===== src/rtl/seq_detect_pkg.sv =====
// Shared types and helpers for the programmable serial sequence detector.
// The optional match counter is enabled by defining SEQ_DETECT_CNT_EN.
package seq_detect_pkg;

    typedef enum logic [1:0] {
        IDLE = 2'd0,
        HUNT = 2'd1,
        HIT  = 2'd2
    } state_t;

    localparam int DEFAULT_MAX_LEN = 8;

    // A pattern is usable only if it has at least two bits and fits the window.
    function automatic logic len_legal(input logic [31:0] len, input int max_len);
        return (len >= 32'd2) && (len <= 32'(max_len));
    endfunction

endpackage


===== src/rtl/seq_match_cnt.sv =====
// Saturating match counter for seq_detect_prog (built only with SEQ_DETECT_CNT_EN).
module seq_match_cnt #(
    parameter int CNT_W = 8
) (
    input  logic             clk,
    input  logic             rst,
    input  logic             inc,
    input  logic             clr,
    output logic [CNT_W-1:0] cnt
);

    // Counter register: clear wins over increment, and the count sticks at all-ones.
    always_ff @(posedge clk or posedge rst) begin
        if (rst) begin
            cnt <= {CNT_W{1'b0}};
        end else if (clr) begin
            cnt <= {CNT_W{1'b0}};
        end else if (inc && (cnt != {CNT_W{1'b1}})) begin
            cnt <= cnt + CNT_W'(1);
        end else begin
            cnt <= cnt;
        end
    end

endmodule


===== src/rtl/seq_detect_prog.sv =====
// Programmable serial pattern detector with Moore match flag and overlap control.
// Define SEQ_DETECT_CNT_EN to add the saturating match_cnt output.
module seq_detect_prog
    import seq_detect_pkg::*;
#(
    parameter int MAX_LEN = DEFAULT_MAX_LEN,
    parameter int CNT_W   = 8
) (
    input  logic                         clk,
    input  logic                         rst,
    input  logic                         i,
    input  logic                         i_valid,
    input  logic                         load,
    input  logic [MAX_LEN-1:0]           pat_in,
    input  logic [$clog2(MAX_LEN+1)-1:0] len_in,
    input  logic                         ovl_in,
    output logic                         y,
    output logic                         cfg_ok
`ifdef SEQ_DETECT_CNT_EN
    ,
    output logic [CNT_W-1:0]             match_cnt
`endif
);

    localparam int LW = $clog2(MAX_LEN+1);

    state_t             state_r, state_nx;
    logic [MAX_LEN-1:0] pat_r, pat_nx;
    logic [LW-1:0]      len_r, len_nx;
    logic               ovl_r, ovl_nx;
    logic [MAX_LEN-1:0] win_r, win_nx;
    logic [LW-1:0]      fill_r, fill_nx;
    logic               y_r;
    logic               cfg_ok_r;

    logic [MAX_LEN-1:0] win_shift_s;
    logic [LW-1:0]      fill_inc_s;
    logic [MAX_LEN-1:0] mask_s;
    logic               hit_s;

    assign win_shift_s = (win_r << 1) | {{(MAX_LEN-1){1'b0}}, i};
    assign fill_inc_s  = (fill_r >= len_r) ? len_r : (fill_r + LW'(1));
    assign hit_s       = (fill_inc_s == len_r) &&
                         (((win_shift_s ^ pat_r) & mask_s) == {MAX_LEN{1'b0}});

    // Compare mask: only the len least-significant window bits take part.
    always_comb begin
        mask_s = {MAX_LEN{1'b0}};
        for (int k = 0; k < MAX_LEN; k++) begin
            mask_s[k] = (32'(k) < 32'(len_r));
        end
    end

    // Next-state logic: load has priority and discards any bit sampled alongside it.
    always_comb begin
        state_nx = state_r;
        pat_nx   = pat_r;
        len_nx   = len_r;
        ovl_nx   = ovl_r;
        win_nx   = win_r;
        fill_nx  = fill_r;
        if (load) begin
            pat_nx   = pat_in;
            len_nx   = len_in;
            ovl_nx   = ovl_in;
            win_nx   = {MAX_LEN{1'b0}};
            fill_nx  = {LW{1'b0}};
            state_nx = len_legal(32'(len_in), MAX_LEN) ? HUNT : IDLE;
        end else begin
            case (state_r)
                IDLE: begin
                    state_nx = IDLE;
                end
                HUNT, HIT: begin
                    if (i_valid) begin
                        win_nx   = win_shift_s;
                        fill_nx  = (hit_s && !ovl_r) ? {LW{1'b0}} : fill_inc_s;
                        state_nx = hit_s ? HIT : HUNT;
                    end else begin
                        state_nx = HUNT;
                    end
                end
                default: begin
                    state_nx = IDLE;
                end
            endcase
        end
    end

    // State and output registers; outputs are taken from the next state so they stay registered.
    always_ff @(posedge clk or posedge rst) begin
        if (rst) begin
            state_r  <= IDLE;
            pat_r    <= {MAX_LEN{1'b0}};
            len_r    <= {LW{1'b0}};
            ovl_r    <= 1'b0;
            win_r    <= {MAX_LEN{1'b0}};
            fill_r   <= {LW{1'b0}};
            y_r      <= 1'b0;
            cfg_ok_r <= 1'b0;
        end else begin
            state_r  <= state_nx;
            pat_r    <= pat_nx;
            len_r    <= len_nx;
            ovl_r    <= ovl_nx;
            win_r    <= win_nx;
            fill_r   <= fill_nx;
            y_r      <= (state_nx == HIT);
            cfg_ok_r <= (state_nx != IDLE);
        end
    end

    assign y      = y_r;
    assign cfg_ok = cfg_ok_r;

`ifdef SEQ_DETECT_CNT_EN
    logic cnt_inc_s;

    assign cnt_inc_s = !load && i_valid && (state_r != IDLE) && hit_s;

    seq_match_cnt #(
        .CNT_W (CNT_W)
    ) u_match_cnt (
        .clk (clk),
        .rst (rst),
        .inc (cnt_inc_s),
        .clr (load),
        .cnt (match_cnt)
    );
`endif

endmodule


===== config.mk =====
export PLATFORM = sky130hd
export DESIGN_NAME = seq_detect_prog
export DESIGN_NICKNAME = d
export VERILOG_FILES = /design/src/rtl/seq_detect_pkg.sv /design/src/rtl/seq_match_cnt.sv /design/src/rtl/seq_detect_prog.sv
export SDC_FILE = /design/constraint.sdc
export NUM_CORES = 1
export LEC_CHECK = 0
export CORE_ASPECT_RATIO = 1.75
export CORE_MARGIN = 5
export CORE_UTILIZATION = 48
export DETAILED_ROUTE_END_ITERATION = 12
export PLACE_DENSITY = 0.71
export SYNTH_ARGS = -nofsm -noshare
export SYNTH_HDL_FRONTEND = slang
export SYNTH_SLANG_ARGS = --single-unit

===== constraint.sdc =====
create_clock -name clk -period 2 [get_ports clk]
set_input_delay 0.6 -clock clk [delete_from_list [all_inputs] [get_ports clk]]
set_output_delay 0.6 -clock clk [all_outputs]
set_load 0.02 [all_outputs]

==> run metrics, run 1 <==
status=finished, violations left; failing checks=setup timing; R2R Path Start=len_r[1]; leading area contributor after synthesis=dfrtp_1; RSZ-0062 raised after global routing=true; CTS tree=built; ANT cells=0; flop-to-flop setup slack=-0.13 ns; Fmax=~0.47 GHz; hold wc startpoint=pat_r[7]; Final period util=107%; row cnt=26; total gr overflow=0; CORE AREA=2930 sq um; Syn Area/Cell=~11 sq um; DR DRC count=0; clock tree buffer depth=2; Hold EP=pat_r[7]; worst hold path class=flip-flop to flip-flop; ranking of synthesized cells by area=dfrtp_1, mux2_2, xor2_1, ha_1, a22o_1; chip height=83.3 um; port bufs=19; Worst Skew=0.00841 ns; top-area cell type share of the netlist area=47.5%; DR WL met2=1980 um; WP data required=2.16 ns; setup ws final=-0.131 ns; Crit path max-delay family=simple AND/OR/NAND/NOR gates; Combinational Power Share=29.0%; ys flop type=dfrtp_1; vias in the first global route=approximately 1200; crit path max fanout=3; Placed Cells=194; CP max-delay cell=or4_4; Inserted Clock Buffers=3; Fin. Hold Viols=0; Critical Path Max Stage Delay=approximately 0.53 ns; VDD IR max=around 660 uV; max capacitance violation total=0; crit-path cells=or4_4 > a221o_1 > or4_4 > o211ai_1 > o211ai_1; initial core utilization=50.3%; clk_lat worst skew=0.27 ns; Commonest cells post-synth=dfrtp_1, mux2_2, xor2_1; critical path endpoint category=flip-flop; Final Setup Violations=5; FF+latch count, synth=28; Post-Syn Instances=131; first-pass GRT wire length=5840 um; Top Ports=20; syn_nets=between 150 and 200; hpwl dp=2670 um; Hold Crit Depth=1; CTS root buf=clkbuf_8; register area share after synthesis=roughly 48%; Synth async-reset ratio=100%; Power Dens Cells=approximately 680 nW/um^2; CP Launch Type=flip-flop; Post-Layout Cell Count=198; GPL Wtd Cong=0.845; H-tree levels=1; Die ar.=between 4000 and 5000 sq um; DRT Pass-1 Iters=4; TritonCTS Sinks=28; Layout Nets=195; number of synthesized flops with an enable pin=0; Hold-fix buffers, CTS=0; Worst EP arrival=about 2.3 ns; Syn-to-layout area delta=31.7%; via count=1160; average wire per standard cell=17.4 um; Max Slew Vio Count=0; worst r2r path cells=5; Internal Power=0.000942 W; Crit path buffers/inverters=0; Antenna Nets Post-Route=0; overall routing resource usage=between 10% and 20%; initial antenna violation count=0; P_leak=0.900 nW; clk slew on worst S/H paths=0.09 ns; die width=51.9 um; reg2reg end=fill_r[2]; Syn Std Cell Area=1470 sq um; Pwr Total=0.00132 W; top-count cell post-synth=dfrtp_1; share of cells above drive strength 1=25.9%; DR vias/cell=5.86; Setup Crit Path Kind=flip-flop to flip-flop; WL final=3440 um; Reg power frac=48.1%; Yosys Warn Count=0; WL met1=1270 um; Netlist cell types=34; Clk pwr share=22.8%; Tmin final=2.13 ns; iteration-0 DRC count of the detailed router=36; max_slew headroom=38.3%; Slew @ Worst Pin=just over 0.9 ns; switching power=0.000375 W; largest net degree at the start of global routing=29; Net Sw Frac=between 20% and 30%; metal3 WL=between 80 and 90 um; final setup TNS=-0.514 ns; Top Layer Used=met4
[worst register-to-register path, delay by kind of cell, from the launching register on]
kind / cells / cell delay (ns)
flops: 1 / 0.39
simple gates: 2 / 0.99
compound gates: 3 / 0.65
[registers in the layout, summed over array words and instances, names as in the netlist]
register,flops
state_r,2
fill_r,4
cfg_ok,1
pat_r,8
y,1
win_r,7
ovl_r,1
len_r,4
[stage by stage]
step	setup WS (ns)	instance area, sq um	utilization (%)	hold slack (ns)
detailed placement	-0.530	1830	62.6	0.517
finish	-0.131	1940	66.3	0.538
global placement	-0.468	1830	62.6	0.512
CTS	-0.136	1910	65.3	0.542
global route	-0.224	1940	66.3	0.556
floorplan	-0.146	1470	-	0.482
[power groups by stage]
stage | sequential [W] | clock, W | combinational (W)
after floorplan | 0.000647 | 0 | 0.000193
after global placement | 0.000642 | 0 | 0.000337
after detailed placement | 0.000645 | 0 | 0.000348
after CTS | 0.000635 | 0.000309 | 0.000366
after global routing | 0.000640 | 0.000336 | 0.000419
final | 0.000634 | 0.000301 | 0.000383
[layer usage]
layer  vias to the layer above  global-route usage, %
met5                         -                      0
met4                         0                   7.40
met3                         8                   2.69
met2                        25                   30.9
met1                       574                   20.3
li1                        553                      -
[cells by family after synthesis]
group | share of synthesized area [%]
AOI/OAI and AO/OA | 17.1
muxes | 10.4
DFF | 47.5
buffers and inverters | 2.55
and+or+nand+nor | 9.34
adders and majority gates | 4.24
xor gates and xnor gates | 8.91
[cell type report]
class                   instances  area [sq um]
repair buffers                 40           354
clock buffers                   3          41.3
flip-flops and latches         28           701
fillers                       241           986
inverters                       6          22.5
well taps                      28          35.0
multi-input cells              93           788
[how the worst max path moves through the flow]
stage,end,startpoint,depth (start not counted),slack [ns]
6_report,fill_r[2],len_r[1],5,-0.13
5_1_grt,fill_r[2],len_r[1],5,-0.22
4_1_cts,fill_r[2],len_r[1],5,-0.14
3_5_place_dp,fill_r[2],i,6,-0.53
3_3_place_gp,fill_r[3],i,6,-0.47
2_1_floorplan,fill_r[2],len_r[1],5,-0.15
[cells in the final DEF (no fill, tap or decap), types with 2 or more instances in the layout]
cell type,n
o21ai_1,2
buf_4,19
o211ai_1,5
clkdlybuf4s50_1,18
a21o_1,2
clkbuf_8,3
nor3_1,2
a21oi_1,5
nor2_1,4
mux2_2,10
nand2_1,8
inv_1,6
a22o_1,7
o21a_1,2
xor2_1,9
mux2i_1,4
o21ai_0,4
xnor2_1,6
dfrtp_1,28
or4_4,2
ha_1,4
buf_6,2
[repair_timing]
| action | CTS | global route |
|---|---|---|
| setup buffers | 0 | 1 |
| gates resized for setup | 9 | 3 |
| pin swaps | 7 | 2 |
| cloned | 0 | 0 |
| setup endpoints to repair | 7 | 7 |
No activity file was read; power rests on OpenSTA's default activity.
==> run 2, diff against run 1 <==
Settings changed: ABC_AREA from default to 1, CORE_UTILIZATION 48 to 49, PLACE_DENSITY 0.71 to 0.72.
==> run metrics, run 2 <==
status=completed; largest net degree at the start of global routing=29 (unchanged); WP data required=1.40 ns (-0.76 ns); DP Worst Slack=0.0863 ns (+0.617 ns); Layout Nets=246 (+26%); setup ws final=0.164 ns (+0.295 ns); H-tree levels=1 (unchanged); reg2reg end=fill_r[3]; Syn-to-layout area delta=21.2%; Worst Skew=0.00740 ns (-0.00101 ns); worst r2r path cells=11 (+6); critical path endpoint category=output pin; FF+latch count, synth=28 (unchanged); Internal Power=0.000987 W (+4.8%); Max Slew Vio Count=0 (unchanged); DRT Pass-1 Iters=4 (unchanged); Hold-fix buffers, CTS=0 (unchanged); ranking of synthesized cells by area=dfrtp_1, nand2_1, inv_1, ha_1, nand3_1; total gr overflow=0 (unchanged); Fmax=0.545 GHz (+16%); switching power=0.000387 W (+3.0%); DR DRC count=0 (unchanged); max capacitance violation total=0 (unchanged); max_slew headroom=73.6% (+35 points); ANT cells=0 (unchanged); Critical Path Max Stage Delay=0.60 ns (+0.07 ns); Crit path max-delay family=buffers and inverters; CTS root buf=clkbuf_8; Antenna Nets Post-Route=0 (unchanged); max FFs per register=8 (unchanged); ys flop type=dfrtp_1; Post-CTS Setup Bufs=0 (unchanged); Netlist cell types=27 (-21%); number of synthesized flops with an enable pin=0 (unchanged); top-count cell post-synth=nand2_1; overall routing resource usage=18.1% (+0.42 points); share of cells above drive strength 1=14.4% (-11 points); CTS resizes=0 (-9); Commonest cells post-synth=nand2_1, dfrtp_1, inv_1; commonest cells after routing, fill and taps aside=nand2_1, dfrtp_1, inv_1, clkdlybuf4s50_1, nand3_1; Worst EP arrival=1.24 ns (-1.05 ns); Net Sw Frac=28.1% (-0.35 points); Post-Syn Instances=198 (+51%); chip height=84.5 um (+1.5%); CP max-delay cell=clkdlybuf4s50_1; instance count on the critical path=1 (-4); Final Setup Violations=0 (-5); Yosys Warn Count=0 (unchanged); Synth async-reset ratio=100% (unchanged); Reg power frac=46.2% (-1.9 points); initial core utilization=50.0% (-0.30 points); CTS tree=built; leading registers by flop count=pat_r x8, win_r x7; port bufs=19 (unchanged); row cnt=27 (+3.8%); commonest non-fill, non-tap cell in the layout=nand2_1; hpwl dp=2700 um (+1.3%); TritonCTS Sinks=28 (unchanged); Inserted Clock Buffers=3 (unchanged); Crit path buffers/inverters=1 (+1); die width=52.6 um (+1.3%); GPL Wtd Cong=0.882 (+4.3%); syn_nets=221 (+44%); average wire per standard cell=13.1 um (-24%); final setup TNS=0 ns (+0.514 ns); Biggest register=pat_r; Syn Area/Cell=7.85 sq um (-30%); CP Launch Point=y; Syn Std Cell Area=1560 sq um (+5.5%); WL final=3480 um (+1.3%); leading area contributor after synthesis=dfrtp_1; CP endpoint=y; first-pass GRT wire length=6130 um (+5.0%); Power Dens Cells=729 nW/um^2 (+7.4%); CP Launch Type=flip-flop; top-area cell type share of the netlist area=45.1% (-2.5 points); Tmin final=1.84 ns (-0.295 ns); crit-path cells=clkdlybuf4s50_1; Slew @ Worst Pin=0.390 ns (-0.535 ns); vias in the first global route=1402 (+12%); clock tree buffer depth=2 (unchanged); crit path max fanout=1 (-2); flop-to-flop setup slack=0.24 ns (+0.37 ns); CORE AREA=3110 sq um (+6.2%); RSZ-0062 raised after global routing=false; clk_lat worst skew=0.28 ns (about the same); Final period util=91.8% (-15 points); VDD IR max=557 uV (-16%); Setup Crit Path Kind=flip-flop to output pin; R2R Path Start=len_r[1]; Top Ports=20 (unchanged); Fin. Hold Viols=0 (unchanged); P_leak=0.923 nW (+2.6%); register area share after synthesis=45.1% (-2.5 points); worst hold path class=flip-flop to flip-flop; Die ar.=4440 sq um (+2.8%); initial antenna violation count=0 (unchanged); fin util=60.7% (-5.7 points); clk slew on worst S/H paths=0.10 ns (about the same); hold wc startpoint=pat_r[2]; Combinational Power Share=21.2% (-7.8 points); DR vias/cell=5.05 (-14%); via count=1339 (+15%); Clk pwr share=32.5% (+9.7 points); iteration-0 DRC count of the detailed router=50 (+39%)
run 2: cell types whose count changed in the layout (fill, tap and decap cells not counted), sizes merged, moves of 10 or more:
cell | previous run | this run
buf | 21 | 3
inv | 6 | 29
mux2 | 10 | 0
nand2 | 8 | 71
nand3 | 1 | 12
o21ai | 7 | 18
run 2: cell type report:
cell class | instances | area [sq um]
tap | 43 | 53.8
fill | 305 | 1220
clock inverter | 1 | 30.0
inverter | 30 | 113
timing repair buffer | 22 | 213
multi-input combinational | 138 | 734
sequential | 28 | 701
clock buffer | 3 | 41.3
run 2: cell families after synthesis:
kind of cell	Yosys count	synth area share [%]
adders and majority gates	5	4.02
and+or+nand+nor	96	27.8
xor gates and xnor gates	7	4.43
buffers and inverters	32	7.72
AOI/OAI and AO/OA	30	11.0
DFF	28	45.1
run 2: how the worst min path moves through the flow:
stage / endpoint / slack, ns / cells past startpoint
after global placement: pat_r[0] / 0.48 / 2
after CTS: pat_r[2] / 0.51 / 2
after global routing: pat_r[6] / 0.53 / 2
after floorplan: pat_r[0] / 0.46 / 2
final: pat_r[2] / 0.51 / 2
after detailed placement: pat_r[2] / 0.48 / 2
run 2: worst reg2reg max path, delay by kind of cell (launching register included):
family	cells	cell delay, ns
simple gates	5	0.44
buf+inv	3	0.28
fa+ha+maj	1	0.33
flops	1	0.44
compound gates	2	0.21
run 2: power groups by stage:
| stage | combinational (W) | sequential [W] | clock (W) |
|---|---|---|---|
| floorplan | 0.000196 | 0.000641 | 0 |
| global placement | 0.000284 | 0.000644 | 0 |
| detailed placement | 0.000292 | 0.000646 | 0 |
| CTS | 0.000294 | 0.000635 | 0.000451 |
| global route | 0.000330 | 0.000641 | 0.000473 |
| finish | 0.000292 | 0.000635 | 0.000447 |
run 2: routing by layer:
metal | vias up | track usage (%) | wire length (um)
met5 | - | 0 | 0
met4 | 0 | 9.30 | 110
met3 | 9 | 1.60 | 97
met2 | 25 | 31.9 | 1940
met1 | 631 | 20.7 | 1330
li1 | 674 | - | -
run 2: per-stage QoR:
step / area (sq um) / cells / hold WS (ns) / power, W
after floorplan: 1560 / 198 / 0.461 / 0.000837
after global placement: 1810 / 261 / 0.478 / 0.000928
after detailed placement: 1810 / 261 / 0.483 / 0.000938
after CTS: 1890 / 265 / 0.506 / 0.00138
after global routing: 1890 / 265 / 0.534 / 0.00144
final: 1890 / 265 / 0.505 / 0.00137
